[config.mk]
export PLATFORM = sky130hd
export DESIGN_NAME = gs_frame_sequencer
export DESIGN_NICKNAME = d
export VERILOG_FILES = /design/src/rtl/gs_pkg.sv /design/src/rtl/gs_watchdog.sv /design/src/rtl/gs_frame_sequencer.sv
export SDC_FILE = /design/constraint.sdc
export NUM_CORES = 1
export LEC_CHECK = 0
export CAP_MARGIN = 20
export CORE_ASPECT_RATIO = 0.5
export CORE_UTILIZATION = 50
export CTS_CLUSTER_SIZE = 24
export DETAILED_ROUTE_END_ITERATION = 8
export PLACE_DENSITY = 0.8
export SYNTH_ARGS = -nofsm -noshare
export SYNTH_HDL_FRONTEND = slang
export SYNTH_SLANG_ARGS = --single-unit
[constraint.sdc]
create_clock -name clk -period 3.37 [get_ports clk]
set_clock_uncertainty 0.1 [all_clocks]
set_input_delay 0.5055 -clock clk [delete_from_list [all_inputs] [get_ports clk]]
set_output_delay 0.5055 -clock clk [all_outputs]
set_load 0.02 [all_outputs]
[src/rtl/gs_pkg.sv]
// Shared definitions for the grayscale frame sequencer: state encoding and default sizing.
package gs_pkg;

  localparam logic [2:0] ST_IDLE  = 3'd0;
  localparam logic [2:0] ST_ARM   = 3'd1;
  localparam logic [2:0] ST_RUN   = 3'd2;
  localparam logic [2:0] ST_DRAIN = 3'd3;
  localparam logic [2:0] ST_DONE  = 3'd4;
  localparam logic [2:0] ST_ERR   = 3'd5;

  localparam int PIX_W_DEF   = 17;
  localparam int TIMEOUT_DEF = 1023;
  localparam int TO_W_DEF    = 10;

  typedef enum logic [2:0] {
    S_IDLE  = ST_IDLE,
    S_ARM   = ST_ARM,
    S_RUN   = ST_RUN,
    S_DRAIN = ST_DRAIN,
    S_DONE  = ST_DONE,
    S_ERR   = ST_ERR
  } state_e;

endpackage

[src/rtl/gs_watchdog.sv]
// Stall watchdog: a down-counter reloaded on clear, decremented on enable, flagging expiry at zero.
module gs_watchdog #(
  parameter int TIMEOUT = 1023,
  parameter int TO_W    = 10
) (
  input  logic clk,
  input  logic rst,
  input  logic clr_i,
  input  logic en_i,
  output logic expired_o
);

  localparam logic [TO_W-1:0] LOAD = TO_W'(TIMEOUT);

  // Counts remaining idle cycles; the owner keeps clr_i high outside an active frame.
  logic [TO_W-1:0] cnt_q;

  always_ff @(posedge clk) begin
    if (rst) begin
      cnt_q <= '0;
    end else if (clr_i) begin
      cnt_q <= LOAD;
    end else if (en_i && (cnt_q != '0)) begin
      cnt_q <= cnt_q - TO_W'(1);
    end
  end

  assign expired_o = (cnt_q == '0);

endmodule

[src/rtl/gs_frame_sequencer.sv]
// Frame controller for reader -> grayscaler -> writer: starts a frame, counts output pixels,
// waits for the writer to commit, and reports done or a sticky error.
module gs_frame_sequencer
  import gs_pkg::*;
#(
  parameter int PIX_W   = PIX_W_DEF,
  parameter int TIMEOUT = TIMEOUT_DEF,
  parameter int TO_W    = TO_W_DEF
) (
  input  logic             clk,
  input  logic             rst,
  input  logic             start,
  input  logic             abort,
  input  logic [PIX_W-1:0] pix_total,
  output logic             rd_en,
  output logic             rd_pause,
  output logic             gs_enable,
  input  logic             gs_pause,
  input  logic             gs_valid,
  input  logic             gs_done,
  output logic             wr_en,
  input  logic             wr_done,
  output logic             busy,
  output logic             done,
  output logic             err,
  output logic [PIX_W-1:0] pix_cnt
);

  state_e           state_q, state_d;
  logic [PIX_W-1:0] total_q, total_d, cnt_d;
  logic             err_d;
  logic             running, wd_clr, wd_en, wd_exp;

  assign running = (state_q == S_RUN) || (state_q == S_DRAIN);
  assign wd_clr  = !running || gs_valid;
  assign wd_en   = running && !gs_valid && !gs_pause;

  gs_watchdog #(.TIMEOUT(TIMEOUT), .TO_W(TO_W)) u_wd (
    .clk      (clk),
    .rst      (rst),
    .clr_i    (wd_clr),
    .en_i     (wd_en),
    .expired_o(wd_exp)
  );

  always_comb begin
    state_d = state_q;
    total_d = total_q;
    cnt_d   = pix_cnt;
    err_d   = err;
    if (abort && (state_q != S_IDLE) && (state_q != S_ERR)) begin
      state_d = S_ERR;
    end else begin
      case (state_q)
        S_IDLE: begin
          if (start) begin
            total_d = pix_total;
            cnt_d   = '0;
            err_d   = 1'b0;
            state_d = (pix_total == '0) ? S_ERR : S_ARM;
          end
        end
        S_ARM: state_d = S_RUN;
        S_RUN: begin
          // A valid beat outranks both a pending watchdog expiry and gs_done.
          if (gs_valid) begin
            if (pix_cnt < total_q) cnt_d = pix_cnt + PIX_W'(1);
            if (cnt_d == total_q) state_d = S_DRAIN;
            else if (gs_done)     state_d = S_ERR;
          end else if (gs_done || wd_exp) begin
            state_d = S_ERR;
          end
        end
        S_DRAIN: begin
          if (gs_valid)     state_d = S_ERR;
          else if (wr_done) state_d = S_DONE;
          else if (wd_exp)  state_d = S_ERR;
        end
        S_DONE:  state_d = S_IDLE;
        S_ERR:   state_d = S_IDLE;
        default: state_d = S_IDLE;
      endcase
    end
    if (state_d == S_ERR) err_d = 1'b1;
  end

  // Outputs are decoded from the next state so they line up with the registered state.
  always_ff @(posedge clk) begin
    if (rst) begin
      state_q   <= S_IDLE;
      total_q   <= '0;
      pix_cnt   <= '0;
      err       <= 1'b0;
      rd_en     <= 1'b0;
      rd_pause  <= 1'b0;
      gs_enable <= 1'b0;
      wr_en     <= 1'b0;
      busy      <= 1'b0;
      done      <= 1'b0;
    end else begin
      state_q   <= state_d;
      total_q   <= total_d;
      pix_cnt   <= cnt_d;
      err       <= err_d;
      rd_en     <= (state_d == S_RUN);
      rd_pause  <= (state_d == S_RUN) && gs_pause;
      gs_enable <= (state_d == S_ARM) || (state_d == S_RUN);
      wr_en     <= (state_d == S_ARM) || (state_d == S_RUN) || (state_d == S_DRAIN);
      busy      <= (state_d != S_IDLE);
      done      <= (state_d == S_DONE);
    end
  end

endmodule

# After elaboration in Yosys (flattened, before gate mapping)
# Index checks and enable logic that the tools add are counted.
# Widths: inputs -> output; s select.
# word_totals
input_bits,25
elab_cells,79
ff_bits,54
# classes
eq_ne,13
n_reduce_logical,27
mux,24
bitwise,1
order_cmp,1
n_addsub,2
# op_table
operator,count
$mux 17,6
$pmux 17 s2,1
$mux 3,10
$mux 10,2
$add 17x1->17 const B,1
$eq 17x17->1,1
$logic_not 17->1,1
$lt 17x17->1,1
$eq 3x2->1 const B,4
$pmux 3 s4,1
$logic_not 10->1,1
$reduce_bool 10->1,1
$sub 10x1->10 const B,1
$reduce_bool 2->1,4
$eq 3x1->1 const B,2
$eq 3x3->1 const B,2
$logic_and 1x1->1,6
$reduce_and 3->1,2
$reduce_bool 3->1,2
$logic_or 1x1->1,5
$mux 1,4
$ne 2x2->1 const B,2
$reduce_and 4->1,1
$logic_not 1->1,3
other kinds (4),4

# Longest topological paths before layout
# Gate-level depths: netlist of run 1.
# depth
word_depth,13
ltp_mapped,12

# By module
# Synthesis of run 1 repeated with hierarchy kept, for this count alone.
# hier_totals
hier_cells,475
hier_area_um2,3633.5
# by_module_without_submodules
mod,cells_each,n_inst,area_each_um2
gs_frame_sequencer,417,1,3118.0
gs_watchdog,58,1,515.5

# Worst setup path before layout of run 1
# Ideal clock, no wire load.
# synth_path
path_kind,reg-to-reg
from,register pix_cnt[1]
to,register gs_enable
period_less_slack_ps,3011
setup_time_ps,92
t_required_ps,3178
arrival_ps,2818
stages_incl_launch_ff,11
setup_slack_ps,359
cell_sequence,dfxtp_1 ha_1 nand4_2 nor3_1 xor2_1 a2111o_1 a2111oi_0 o21ai_0 and4bb_2 o211ai_2 o32ai_1
# synth_between
elab_chain_cells,12
word_cells_on_any_way,14
# synth_rtl
element,line,rtl
from (decl),gs_frame_sequencer.sv:26,output logic [PIX_W-1:0] pix_cnt
from (signal assigned),gs_frame_sequencer.sv:103,pix_cnt <= cnt_d;
$add 17x1->17 / $lt 17x17->1 (equally long branches),gs_frame_sequencer.sv:67,if (pix_cnt < total_q) cnt_d = pix_cnt + PIX_W'(1);
$mux 17 *,gs_frame_sequencer.sv:67,
$mux 17 *,gs_frame_sequencer.sv:66,if (gs_valid) begin
$mux 17 *,gs_frame_sequencer.sv:54,case (state_q)
$mux 17 *,gs_frame_sequencer.sv:51,if (abort && (state_q != S_IDLE) && (state_q != S_ERR)) begin
$eq 17x17->1 *,gs_frame_sequencer.sv:68,if (cnt_d == total_q) state_d = S_DRAIN;
$mux 3 *,gs_frame_sequencer.sv:68,
$mux 3 *,gs_frame_sequencer.sv:66,
$pmux 3 s4 *,gs_frame_sequencer.sv:54,
$mux 3 *,gs_frame_sequencer.sv:51,
$eq 3x1->1 / $eq 3x2->1 (equally long branches),gs_frame_sequencer.sv:107,gs_enable <= (state_d == S_ARM) || (state_d == S_RUN);
$logic_or 1x1->1 *,gs_frame_sequencer.sv:107,
to (signal assigned),gs_frame_sequencer.sv:107,
to (decl),gs_frame_sequencer.sv:17,"output logic gs_enable,"
# Every way passes the cells marked *; elsewhere a longest branch is shown, timed or not. The select of a mux whose other input is x is not followed.
# A chain may end at the register's enable or synchronous reset.

# Worst setup path in the final report of run 1
# layout_path
from,register total_q[8]
to,register gs_enable
# layout_between
elab_chain_cells,12
word_cells_on_any_way,13
# layout_rtl
element,line,rtl
from (decl),gs_frame_sequencer.sv:30,"logic [PIX_W-1:0] total_q, total_d, cnt_d;"
from (signal assigned),gs_frame_sequencer.sv:102,total_q <= total_d;
$lt 17x17->1,gs_frame_sequencer.sv:67,
$mux 17,gs_frame_sequencer.sv:67,
$mux 17,gs_frame_sequencer.sv:66,
$mux 17,gs_frame_sequencer.sv:54,
$mux 17,gs_frame_sequencer.sv:51,
$eq 17x17->1 *,gs_frame_sequencer.sv:68,
$mux 3 *,gs_frame_sequencer.sv:68,
$mux 3 *,gs_frame_sequencer.sv:66,
$pmux 3 s4 *,gs_frame_sequencer.sv:54,
$mux 3 *,gs_frame_sequencer.sv:51,
$eq 3x1->1 / $eq 3x2->1 (equally long branches),gs_frame_sequencer.sv:107,
$logic_or 1x1->1 *,gs_frame_sequencer.sv:107,
# Marked as above.

==> impl_metrics.ini, run 1 <==
[synth]
synth-edff-count = 0
netlist_area_um2 = 3570
ys_seq_area_share_pct = 30.3
synth_async_sr_flop_share_pct = 0
synth.avg_cell_area_um2 = 7.48
synthCells = 477
synth_area_leaders = dfxtp_1 30%, a21oi_1 7.4%, nand2_1 6.8%
synth_nets = 520
synthDistinctLibCells = 56
yosys_warnings = 0
synth_ff_type = dfxtp_1
yosys.area.top_type = dfxtp_1
ys_ff_latch = 54
synth_top_area_share_pct = 30.3

[clocking]
clockBufferDepth = 2
path_clk_slew_ns = 0.07
htreeDepth = 2
cts_made_buffers = 5
cts-root-buf = clkbuf_16
cts_tree = yes
hold_buffers = 0
clkLatencyLatePin_ns = 0.30
cts_sinks = 54

[pwr]
p_leak_uw = 0.00168
ir_worst_vdd_mv = 0.315
power.density_nw_per_um2 = 486

[grt]
grt_pass1_vias = 3280
grt_pass1_wl_mm = 16.3
grt_max_degree = 32
antenna_found_initial = 0
grt.total_usage_pct = 28.6
grt-ovfl-total = 0

[setup_path]
cp_max_fo = 5
cp.arrival_ns = 3.33
required_ns = 3.43
crit_path_end_kind = flip-flop
start_kind = flip-flop
worstSetupPathType = flip-flop to flip-flop

[floorplan]
die_h_um = 61.7
row_count = 21
die_w_um = 121
ios = 49
coreArea_um2 = 6780
die-area_um2 = 7500
start_util_pct = 52.6

[routing]
vias = 3799
wl_per_cell_um = 16.5
ant_nets = 0
wl_mm = 10.5
drt_iter0_drc = 327
viasPerCell = 6.00
drcViolationCount = 0
drtPass1Iterations = 5

[place]
placed_cells = 625
dpl.hpwl_mm = 7.88
place_congestion = 0.961
place_ws_ns = -0.123
port_buffers = 48

[hold_path]
min_path_type = flip-flop to flip-flop

[final_layout]
multi_input_area_um2 = 2410
finalNetCount = 584
num_antenna_cells = 0
final_core_util_pct = 67.6
register_area_um2 = 1090
instances_no_fill = 633
drive_gt1_share_pct = 13.7
final.fill_count = 562
syn_to_final_growth_pct = 28.5

[sta]
min_period_over_period_pct = 96.8
finalSetupViolations = 0
post-route-min-period_ns = 3.26
maxSlewViolCount = 0
worst-slew-pin-transition_ns = 0.592
fmax_mhz = 306
max_slew_margin_pct = 60.6
worst_slack_ns = 0.107
hold_viol = 0

[run_status]
status = finished clean

[job]
timing.max_cap.violations = 0
[timing repair]
item | in CTS | in global routing
hold endpoints to repair | 0 | 0
resized for setup | 4 | 22
setup endpoints to repair | 7 | 10
setup buffers | 0 | 1
pin swaps | 0 | 6
cloned | 0 | 0
[path summary, 6_finish.rpt]
check	from	end	slack [ns]	cells after the start
worst max-delay path	total_q[8]	gs_enable	0.11	13
worst max register to register	total_q[8]	gs_enable	0.11	13
worst min register to register	total_q[8]	total_q[8]	0.39	2
worst min-delay path	total_q[8]	total_q[8]	0.39	2
[synth_stat cells, drive strengths merged (2+ instances only)]
library cell,instances
inv,26
o2111ai,2
a22oi,3
nor2b,4
and3,6
and2,2
o31ai,2
dfxtp,54
clkbuf,19
o31a,2
nand2,65
or2,2
xor2,20
nand3,16
a2111oi,2
a211oi,5
nand4,11
xnor2,15
o21a,3
o21ai,23
nor4,12
ha,18
a311oi,15
or3,4
buf,7
nor3,22
a31oi,4
a21oi,53
nor2,37
or4,2
nand3b,2
o211ai,2
[layout by cell type (no fill, tap or decap), drive strengths merged, types with 6 or more instances in the layout]
| master | instances |
|---|---|
| a21oi | 53 |
| a311oi | 15 |
| and3 | 6 |
| buf | 36 |
| clkdlybuf4s50 | 47 |
| dfxtp | 54 |
| ha | 18 |
| inv | 26 |
| nand2 | 65 |
| nand3 | 16 |
| nand4 | 11 |
| nor2 | 37 |
| nor3 | 22 |
| nor4 | 12 |
| o21ai | 23 |
| xnor2 | 15 |
| xor2 | 20 |
[metrics by stage]
step	TNS [ns]	area, um^2	hold slack [ns]	power (uW)
CTS	0	4480	0.383	2140
floorplan	0	3570	0.350	1340
global route	-0.0393	4590	0.404	2360
global placement	-0.0824	4320	0.364	1610
finish	0	4590	0.385	2230
detailed placement	-0.355	4320	0.373	1620
[kinds of logic after synthesis]
logic type / count (synthesis) / synth area share, %
AOI/OAI and AO/OA: 124 / 21.9
muxes: 2 / 0.596
and+or+nand+nor: 192 / 26.5
buffers and inverters: 52 / 5.72
DFF: 54 / 30.3
xor gates and xnor gates: 35 / 8.59
adders and majority gates: 18 / 6.31
[final cells by class]
type / count / share of cell area, %
clock buffers: 5 / 2.73
well taps: 92 / 2.51
multi-input cells: 371 / 52.5
flip-flops and latches: 54 / 23.7
repair buffers: 83 / 16.1
clock inverters: 2 / 0.327
inverters: 26 / 2.13
[registers in the layout (all words and copies together), names as in the netlist]
register	count
err	1
total_q	17
gs_enable	1
state_q	3
pix_cnt	17
done	1
wr_en	1
busy	1
rd_pause	1
u_wd.cnt_q	10
rd_en	1
[layer usage]
metal / GRT usage [%] / wire length [um] / share of wire [%]
met5: 0 / 0 / 0
met4: 5.29 / 90 / 0.86
met2: 43.5 / 4310 / 41
met3: 6.57 / 962 / 9.2
met1: 41.8 / 5100 / 49
[worst max-delay path, cell delays in order (launching register included)]
cell	delay, ns
dfxtp_1	0.36
inv_1	0.05
ha_1	0.30
nand4_1	0.21
buf_4	0.16
nor3_2	0.04
a21oi_2	0.29
buf_4	0.18
nand3_1	0.12
a32oi_2	0.35
a311oi_1	0.10
and4bb_2	0.31
o211ai_1	0.40
o32ai_2	0.15
[where the power goes]
group	leakage (uW)	switching (uW)	internal [uW]	total, uW
Clock	0.0000619	243	272	515
Sequential	0.000444	84.7	717	802
Combinational	0.00118	536	375	911
(Power assumes the default switching activity.)
==> inputs of run 2 (changes only) <==
--- a/config.mk
+++ b/config.mk
@@ -11,6 +11,7 @@
 export CTS_CLUSTER_SIZE = 24
 export DETAILED_ROUTE_END_ITERATION = 8
 export PLACE_DENSITY = 0.8
+export SLEW_MARGIN = 40
 export SYNTH_ARGS = -nofsm -noshare
 export SYNTH_HDL_FRONTEND = slang
 export SYNTH_SLANG_ARGS = --single-unit
==> results of run 2 <==
The final DEF is identical to that of run 1; final timing and power are the same.
